--- src/rtl/sc_bi_decoder.sv ---
// Bipolar stochastic bitstream decoder: counts ones over a window of iLen accepted bits
// and reports the count plus the bipolar value 2*ones - len.
module sc_bi_decoder #(
    parameter int unsigned DATAWD = 8
) (
    input  logic              clk,
    input  logic              rst_n,
    input  logic              iStart,
    input  logic [DATAWD-1:0] iLen,
    input  logic              iBit,
    input  logic              iBitValid,
    input  logic              iReady,
    output logic              oBusy,
    output logic              oValid,
    output logic [DATAWD-1:0] oOnes,
    output logic [DATAWD:0]   oBipolar,
    output logic              oOverrun
);

    typedef enum logic [1:0] {StIdle, StRun, StDone} state_e;

    localparam logic [DATAWD-1:0] One = DATAWD'(1);

    state_e            state_q, state_d;
    logic [DATAWD-1:0] len_q, len_d;
    logic [DATAWD-1:0] ones_q, ones_d;
    logic [DATAWD-1:0] cnt_q, cnt_d;
    logic [DATAWD-1:0] res_ones_q, res_ones_d;
    logic [DATAWD:0]   res_bip_q, res_bip_d;
    logic              overrun_q, overrun_d;

    logic [DATAWD-1:0] ones_inc;
    logic [DATAWD-1:0] cnt_inc;
    logic [DATAWD:0]   bip_calc;

    assign ones_inc = ones_q + {{(DATAWD-1){1'b0}}, iBit};
    assign cnt_inc  = cnt_q + One;
    // Window never exceeds 2^DATAWD-1 bits, so the DATAWD+1 difference cannot overflow.
    assign bip_calc = {ones_inc, 1'b0} - {1'b0, len_q};

    always_comb begin
        state_d    = state_q;
        len_d      = len_q;
        ones_d     = ones_q;
        cnt_d      = cnt_q;
        res_ones_d = res_ones_q;
        res_bip_d  = res_bip_q;
        overrun_d  = overrun_q;

        if (iStart) begin
            len_d  = iLen;
            ones_d = '0;
            cnt_d  = '0;
            // Only a pending result that nobody acknowledged counts as lost.
            if (state_q == StDone && !iReady) begin
                overrun_d = 1'b1;
            end
            if (iLen == '0) begin
                state_d    = StDone;
                res_ones_d = '0;
                res_bip_d  = '0;
            end else begin
                state_d = StRun;
            end
        end else begin
            case (state_q)
                StIdle: ;
                StRun: begin
                    if (iBitValid) begin
                        cnt_d  = cnt_inc;
                        ones_d = ones_inc;
                        if (cnt_inc == len_q) begin
                            state_d    = StDone;
                            res_ones_d = ones_inc;
                            res_bip_d  = bip_calc;
                        end
                    end
                end
                StDone: begin
                    if (iReady) begin
                        state_d = StIdle;
                    end
                end
                default: state_d = StIdle;
            endcase
        end
    end

    always_ff @(posedge clk or negedge rst_n) begin
        if (!rst_n) begin
            state_q    <= StIdle;
            len_q      <= '0;
            ones_q     <= '0;
            cnt_q      <= '0;
            res_ones_q <= '0;
            res_bip_q  <= '0;
            overrun_q  <= 1'b0;
        end else begin
            state_q    <= state_d;
            len_q      <= len_d;
            ones_q     <= ones_d;
            cnt_q      <= cnt_d;
            res_ones_q <= res_ones_d;
            res_bip_q  <= res_bip_d;
            overrun_q  <= overrun_d;
        end
    end

    assign oBusy    = (state_q == StRun);
    assign oValid   = (state_q == StDone);
    assign oOnes    = res_ones_q;
    assign oBipolar = res_bip_q;
    assign oOverrun = overrun_q;

endmodule

--- config.mk ---
export PLATFORM = sky130hd
export DESIGN_NAME = sc_bi_decoder
export DESIGN_NICKNAME = d
export VERILOG_FILES = /design/src/rtl/sc_bi_decoder.sv
export SDC_FILE = /design/constraint.sdc
export NUM_CORES = 1
export LEC_CHECK = 0
export ABC_AREA = 0
export BUFFER_PORTS_ARGS = -buffer_cell sky130_fd_sc_hd__buf_2
export CORE_UTILIZATION = 45
export CTS_BUF_LIST = sky130_fd_sc_hd__clkbuf_2
export CTS_CLUSTER_DIAMETER = 150
export DETAILED_ROUTE_END_ITERATION = 8
export SLEW_MARGIN = 20
export SYNTH_ARGS = -nofsm -noshare
export SYNTH_HDL_FRONTEND = slang
export SYNTH_SLANG_ARGS = --single-unit
--- constraint.sdc ---
create_clock -name clk -period 4 [get_ports clk]
set_clock_uncertainty 0.15 [all_clocks]
set_input_delay 0.2 -clock clk [delete_from_list [all_inputs] [get_ports clk]]
set_output_delay 0.2 -clock clk [all_outputs]
set_load 0.01 [all_outputs]
[After elaboration in Yosys (flattened, before gate mapping)]
Index checks and enable logic that the tools add are counted.
Word-level totals
  bits in registers: 44
  input port bits: 14
  output and inout bits: 20
  logic and storage cells: 51
Cells by class
  $add $sub $neg: 3
  equality and inequality tests: 8
  mux-type cells: 22
  reductions and logical operators: 11
Operators by type and width (count)
  2-to-1 mux 8 bit: 11
  2-to-1 mux 9 bit: 5
  2-to-1 mux 2 bit: 5
  subtractor 9 x 8 -> 9 bit: 1
  adder 8 x 1 -> 8 bit: 1
  adder 8 x 1 -> 8 bit, second input constant: 1
  equality test 8 bit: 1
  logical NOT 8 bit: 1
  AND reduction 4 bit: 2
  != test 3 bit, second input constant: 2
  case mux 2 bit (3 select lines): 1
  nonzero test 2 bit: 3
  AND reduction 2 bit: 2
  != test 3 x 2 -> 1 bit, second input constant: 1
  equality test 2 x 1 -> 1 bit, second input constant: 1
  equality test 2 bit, second input constant: 1
  logical NOT 2 bit: 1
  != test 2 x 1 -> 1 bit, second input constant: 1
  != test 2 bit, second input constant: 1
  logical AND 1 bit: 1
  logical NOT 1 bit: 1

[Logic depth before layout (Yosys ltp)]
Gate-level depths: netlist of the first run.
  depth after elaboration: 6
  depth in mapped cells: 11
  mapped depth without buffers: 11

[Worst setup path before layout of the first run]
OpenSTA, ideal clock, no wires.
  path kind: reg-to-reg
  start point: reg ones_q[0]
  end point: reg res_bip_q[7], in the netlist oBipolar[7]
  library setup time: 0.096 ns
  arrival: 2.154 ns
  setup slack: 1.601 ns
  stages on the path, launching flop included: 10
  path buffers: 0
  path through: dfrtp_1 > ha_1 > ha_1 > ha_1 > o21a_1 > o31a_1 > o31a_1 > o21ai_0 > a21boi_0 > o31ai_1
Between the ends
  longest elaborated chain between the ends: 6
Ends and longest elaborated chain
  start: declaration: line 26  | logic [DATAWD-1:0] ones_q, ones_d;
  start signal: assignment: line 101  | ones_q <= ones_d;
  adder 8 x 1 -> 8 bit: line 36  | assign ones_inc = ones_q + {{(DATAWD-1){1'b0}}, iBit};
  subtractor 9 x 8 -> 9 bit: line 39  | assign bip_calc = {ones_inc, 1'b0} - {1'b0, len_q};
  2-to-1 mux 9 bit: line 72  | if (cnt_inc == len_q) begin
  2-to-1 mux 9 bit: line 69  | if (iBitValid) begin
  2-to-1 mux 9 bit: line 66  | case (state_q)
  2-to-1 mux 9 bit: line 50  | if (iStart) begin
  end signal: assignment: line 104  | res_bip_q <= res_bip_d;
  end: declaration: line 29  | logic [DATAWD:0] res_bip_q, res_bip_d;
Every way passes these cells. The select of a mux whose other input is x is not followed.
A chain may end at the register's enable or synchronous reset.

[Worst setup path in the final report of the first run]
Same ends and word-level chain as after synthesis.

==> results of run 1 <==
[worst max-delay path, cell delays in order, from the launching register on]
cell and delay (ns):
dfrtp_1 0.43, ha_1 0.20, ha_1 0.22, xor2_1 0.30, ha_1 0.34, o21a_1 0.12
o31a_1 0.12, o31a_1 0.27, o21ai_0 0.22, nor3b_1 0.27, o31ai_1 0.09
[metal layers]
layer  track usage  routed length (µm)  up-vias
li1              -                   -     1069
met1         0.306                3010     1028
met4        0.0709                  47        0
met3        0.0391                 262        4
met5             0                   0        -
met2         0.356                2880       46
[stage by stage]
step | cell area (µm²) | utilization
2_1_floorplan | 2670 | -
3_3_place_gp | 2870 | 0.512
3_5_place_dp | 2870 | 0.512
4_1_cts | 3050 | 0.543
5_1_grt | 3050 | 0.544
6_report | 3050 | 0.544
[flip-flops by register name (all words and copies together) (netlist names)]
| register | flops |
|---|---|
| ones_q | 8 |
| oBipolar | 9 |
| state_q | 2 |
| oOverrun | 1 |
| len_q | 8 |
| oOnes | 8 |
| cnt_q | 8 |
[cell usage after synthesis (all sizes together), types with 3 or more instances]
cell,n,area share
o21ai,24,0.045
nand4,3,0.013
nor2,20,0.031
clkbuf,8,0.011
xnor2,15,0.052
a221o,10,0.038
o21a,3,0.0084
nand2b,8,0.019
xor2,11,0.036
buf,4,0.012
or3,5,0.012
or4,3,0.0084
nor3,3,0.0056
mux2i,3,0.011
nand3,6,0.011
nor2b,9,0.021
o211ai,4,0.013
ha,10,0.047
nand2,25,0.036
a21oi,20,0.042
inv,10,0.014
dfrtp,44,0.41
a22o,4,0.013
[final timing paths]
kind | from | end | slack [ns] | cells past startpoint
setup / recovery | ones_q[0] | oBipolar[7] | 1.23 | 10
hold / removal | rst_n | len_q[4] | 0.1 | 2
setup reg to reg | ones_q[0] | oBipolar[7] | 1.23 | 10
min in group clk | iBit | ones_q[0] | 0.17 | 4
hold reg to reg | oOverrun | oOverrun | 0.36 | 1
max in group asynchronous | rst_n | len_q[1] | 3.20 | 2
[cell families (layout without fill, tap and decap cells)]
kind of cell             count (synthesis)  count (layout)  synth area share
AO/OA/AOI/OAI                           78              78             0.198
AND/OR/NAND/NOR                         93              93             0.198
multiplexers                             3               3            0.0113
flip-flops                              44              44             0.413
adder cells (fa/ha/maj)                 11              11            0.0544
buffers and inverters                   22              63            0.0375
XOR/XNOR                                26              26            0.0881
[final cells by class]
| type | instances | area share |
|---|---|---|
| repair buffers | 45 | 0.0936 |
| flip-flops and latches | 44 | 0.361 |
| clock buffers | 5 | 0.00821 |
| multi-input cells | 211 | 0.481 |
| inverters | 10 | 0.0123 |
| well taps | 72 | 0.0295 |
| clock inverters | 3 | 0.0140 |
[power by group]
group | switching, µW | internal (µW)
Combinational | 107 | 81.4
Clock | 157 | 104
Sequential | 17.6 | 470
Total | 282 | 655
==> impl_results.md, run 1 <==
- Die Y: 79.0 µm
- Pre-CTS setup slack: 1.27 ns
- Sequential share of the synthesized area: 0.413
- Final nets: 342
- I/O pins: 34
- CTS tree: built
- Cts bufs inserted: 5
- PostCTS Resize Cnt: 0
- Routed Antenna Nets: 0
- Max Fclk: 361 MHz
- Final hold viol count: 0
- Core Footprint: 5610 µm²
- Clock net sink count: 44
- Final Max Tran Viols: 0
- RePlAce Congestion: 0.805
- Synth unique cells: 51
- Most frequent cells in the layout: dfrtp_1 (44), buf_2 (32), nand2_1 (24)
- Final Cycle Share: 0.692
- Syn_nets: 302
- Antenna cells: 0
- Cell area after synthesis: 2670 µm²
- Worst Hold Slack: 0.0954 ns
- Gate Count Post-Synth: 277
- Final Setup Violations: 0
- Arrival @ worst endpoint: 2.99 ns
- Row count: 27
- Worst-Margin Slew: 0.711 ns
- FF/Latch Area: 1100 µm²
- Sum Neg Setup Slack: 0 ns
- GRT Total Usage: 0.223
- First-pass GRT wire length: 10,500 µm
- Max_cap viols: 0
- Critical path capture point type: flop
- Placed cell count: 371
- Status: finished, final reports clean
- CTS Buffer Depth: 2
- EDFF count, synth: 0
- Seq cells post-synth: 44
- Total Power: 937 µW
- PwrDens: 307 nW/µm²
- Total Routed Length: 6200 µm
- Initial antenna violation count: 0
- Initial Util: 0.476
- Layout Cells excl Fill: 390
- Cts hold-fix bufs: 11
- Yosys warns: 0
- Main synth FF type: dfrtp_1
- Synth-to-Final Area Change: 14.3%
- Clk_lat worst skew: 0.45 ns
- HP Class: primary input to asynchronous set/reset pin
- Crit path launch type: flop
- Port bufs: 33
- Drt drc: 0
- Post-CTS setup buffers: 0
- First-pass DRT Iterations: 4
- RSZ-0062 raised after global routing: false
- Clock slew at reported path FFs: 0.26 ns
- Mean post-synth cell area: 9.63 µm²
- Worst-path maximum fanout: 4
- Via count: 2,147
- Half-perimeter wire length after detailed placement: 4460 µm
- Rel. slew slack: 0.522
- Layout cells sized above 1: 0.170
- 1st-iter DRT viols: 132
- LEAKAGE: 0.00135 µW
- Die Span X: 79.0 µm
- Worst Path Required: 4.22 ns
- Overflow after GRT: 0
- Peak supply drop: 0.148 mV
- Vias per inst: 5.51
- Average wire per standard cell: 15.9 µm
- Setup ws final: 1.23 ns
- Commonest non-fill, non-tap cell in the layout: dfrtp_1
- Synth async-reset ratio: 1.00
- Root Driver: clkbuf_2
- Die ar.: 6240 µm²
- Critical path class: flop to flop
- Number of global-route vias before repair: 2,106
- Pin count of the biggest net entering global routing: 56
- H-Tree Depth: 2
- Post-layout min period: 2.77 ns
- Multi-input logic area: 1470 µm²
- Fillers: 555
No activity file was read; power rests on OpenSTA's default activity.
==> run 2, diff against run 1 <==
clock period = 2.8 ns   (was 4 ns; I/O delays follow)
==> impl_results.md, run 2 (synthesis gave the netlist of run 1 again) <==
- Status: finished, final reports clean (unchanged)
- Max FFs per register: 9 (unchanged)
- RR Startpoint: ones_q[0] (unchanged)
- Net Sw Frac: 0.319 (was 0.301)
- Clk_lat worst skew: 0.42 ns (was 0.45 ns)
- Int Pwr: 850 µW (was 655 µW)
- Final nets: 350 (was 342)
- Overflow after GRT: 0 (unchanged)
- Critical path class: flop to flop (unchanged)
- CTS tree: built (unchanged)
- Die Span X: 79.0 µm (unchanged)
- Number of global-route vias before repair: 2,110 (was 2,106)
- RSZ-0062 raised after global routing: false (unchanged)
- Fillers: 512 (was 555)
- Clock net sink count: 44 (unchanged)
- Via count: 2,164 (was 2,147)
- Max stage delay on crit path: 0.43 ns (about the same)
- Initial Util: 0.476 (unchanged)
- Rel. slew slack: 0.626 (was 0.522)
- Worst-path maximum fanout: 4 (unchanged)
- Die Y: 79.0 µm (unchanged)
- First-pass DRT Iterations: 4 (unchanged)
- Arrival @ worst endpoint: 2.78 ns (was 2.99 ns)
- RePlAce Congestion: 0.794 (was 0.805)
- I/O pins: 34 (unchanged)
- Final hold viol count: 0 (unchanged)
- Worst-Margin Slew: 0.561 ns (was 0.711 ns)
- FF/Latch Area: 1100 µm² (unchanged)
- Routed Antenna Nets: 0 (unchanged)
- Final Cycle Share: 0.921 (was 0.692)
- GRT Total Usage: 0.224 (was 0.223)
- Most used cell along the critical path: ha_1 (unchanged)
- Core Footprint: 5610 µm² (unchanged)
- Most frequent cells in the layout: dfrtp_1 (44), buf_2 (32), nand2_1 (24) (unchanged)
- Crit path launch type: flop (unchanged)
- Total Routed Length: 6360 µm (was 6200 µm)
- Commonest non-fill, non-tap cell in the layout: dfrtp_1 (unchanged)
- Layout cells sized above 1: 0.206 (was 0.170)
- Initial antenna violation count: 0 (unchanged)
- 1st-iter DRT viols: 121 (was 132)
- Final Setup Violations: 0 (unchanged)
- Max_cap viols: 0 (unchanged)
- Net Sw Power: 399 µW (was 282 µW)
- Root Driver: clkbuf_2 (unchanged)
- Clock slew at reported path FFs: 0.23 ns (was 0.26 ns)
- Clk network pwr share: 0.218 (was 0.279)
- HP Class: primary input to asynchronous set/reset pin (unchanged)
- Share of power burned in registers: 0.556 (was 0.520)
- Pre-CTS setup slack: 0.0459 ns (was 1.27 ns)
- Average wire per standard cell: 16.0 µm (was 15.9 µm)
- Die ar.: 6240 µm² (unchanged)
- Setup ws final: 0.222 ns (was 1.23 ns)
- Half-perimeter wire length after detailed placement: 4530 µm (was 4460 µm)
- Synth-to-Final Area Change: 17.0% (was 14.3%)
- Slowest cell on crit path: dfrtp_1 (unchanged)
- Pin count of the biggest net entering global routing: 55 (was 56)
- Worst Path Required: 3.00 ns (was 4.22 ns)
- Drt drc: 0 (unchanged)
- Crit path launch: ones_q[0] (unchanged)
- Post-layout min period: 2.58 ns (was 2.77 ns)
- First-pass GRT wire length: 10,700 µm (was 10,500 µm)
- PwrDens: 400 nW/µm² (was 307 nW/µm²)
- Final Max Tran Viols: 0 (unchanged)
- Port bufs: 33 (unchanged)
- H-Tree Depth: 2 (unchanged)
- Worst path cell trace: ha_1, ha_1, xor2_2, ha_1, o21a_1, o31a_1, o31a_1, o21ai_2, a21boi_0, o31ai_1 (was ha_1, ha_1, xor2_1, ha_1, o21a_1, o31a_1, o31a_1, o21ai_0, nor3b_1, o31ai_1)
- Combinational share of power: 0.226 (was 0.201)
- Cts bufs inserted: 5 (unchanged)
- LEAKAGE: 0.00139 µW (was 0.00135 µW)
- Critical path capture point type: flop (unchanged)
- Antenna cells: 0 (unchanged)
- Vias per inst: 5.44 (was 5.51)
- Peak supply drop: 0.242 mV (was 0.148 mV)
- Max Fclk: 388 MHz (was 361 MHz)
- Sum Neg Setup Slack: 0 ns (unchanged)
- Multi-input logic area: 1500 µm² (was 1470 µm²)
- CTS Buffer Depth: 2 (unchanged)
- Row count: 27 (unchanged)
[run 2: changes by cell type in the layout (fill, tap and decap cells not counted), sizes merged]
cell / change
buf: +8
clkinv: +2
bufinv: -1
clkinvlp: -1
[run 2: per-stage QoR]
stage	instances	hold WS [ns]	utilization	cell area (µm²)	power (µW)
2_1_floorplan	277	-0.306	-	2670	879
3_3_place_gp	377	0.214	0.520	2910	968
3_5_place_dp	377	0.218	0.520	2910	969
4_1_cts	396	0.0786	0.548	3070	1260
5_1_grt	398	0.0579	0.557	3120	1320
6_report	398	0.0510	0.557	3120	1250
[run 2: final cells by class]
cell class,instances,share of cell area
flip-flops and latches,44,0.353
inverters,10,0.0120
multi-input cells,211,0.480
clock inverters,3,0.00441
repair buffers,53,0.115
clock buffers,5,0.00801
well taps,72,0.0288
[run 2: power by group through the flow]
stage	clock network (µW)	registers [µW]	logic, µW
2_1_floorplan	0	712	168
4_1_cts	285	695	278
3_3_place_gp	0	706	262
6_report	272	695	282
5_1_grt	308	699	315
3_5_place_dp	0	706	263
[run 2: worst max-delay path, delay by kind of cell (launching register included)]
family	cells	cell delay, ns
compound gates	6	1.00
flops	1	0.43
fa+ha+maj	3	0.76
xor+xnor	1	0.17
[run 2: metal layers]
metal  vias to the layer above  global-route usage  wire, µm
li1                       1083                   -         -
met1                      1023               0.324      3140
met3                         7              0.0379       250
met5                         -                   0         0
met2                        51               0.345      2910
met4                         0              0.0564        60
[run 2: timing repair]
item,4_1_cts,5_1_grt
gates resized for setup,1,6
setup endpoints to repair,1,14
pin swaps,0,2
hold buffers,11,0
hold endpoints to repair,55,0
buffers inserted,0,2
[run 2: path summary, 6_finish.rpt]
kind | slack, ns | depth (start not counted) | end
max in group asynchronous | 2.05 | 2 | oOnes[5]
worst max register to register | 0.22 | 10 | oBipolar[7]
worst min register to register | 0.35 | 1 | oOverrun
worst min-delay path | 0.05 | 2 | cnt_q[7]
min in group clk | 0.09 | 4 | ones_q[0]
worst max-delay path | 0.22 | 10 | oBipolar[7]
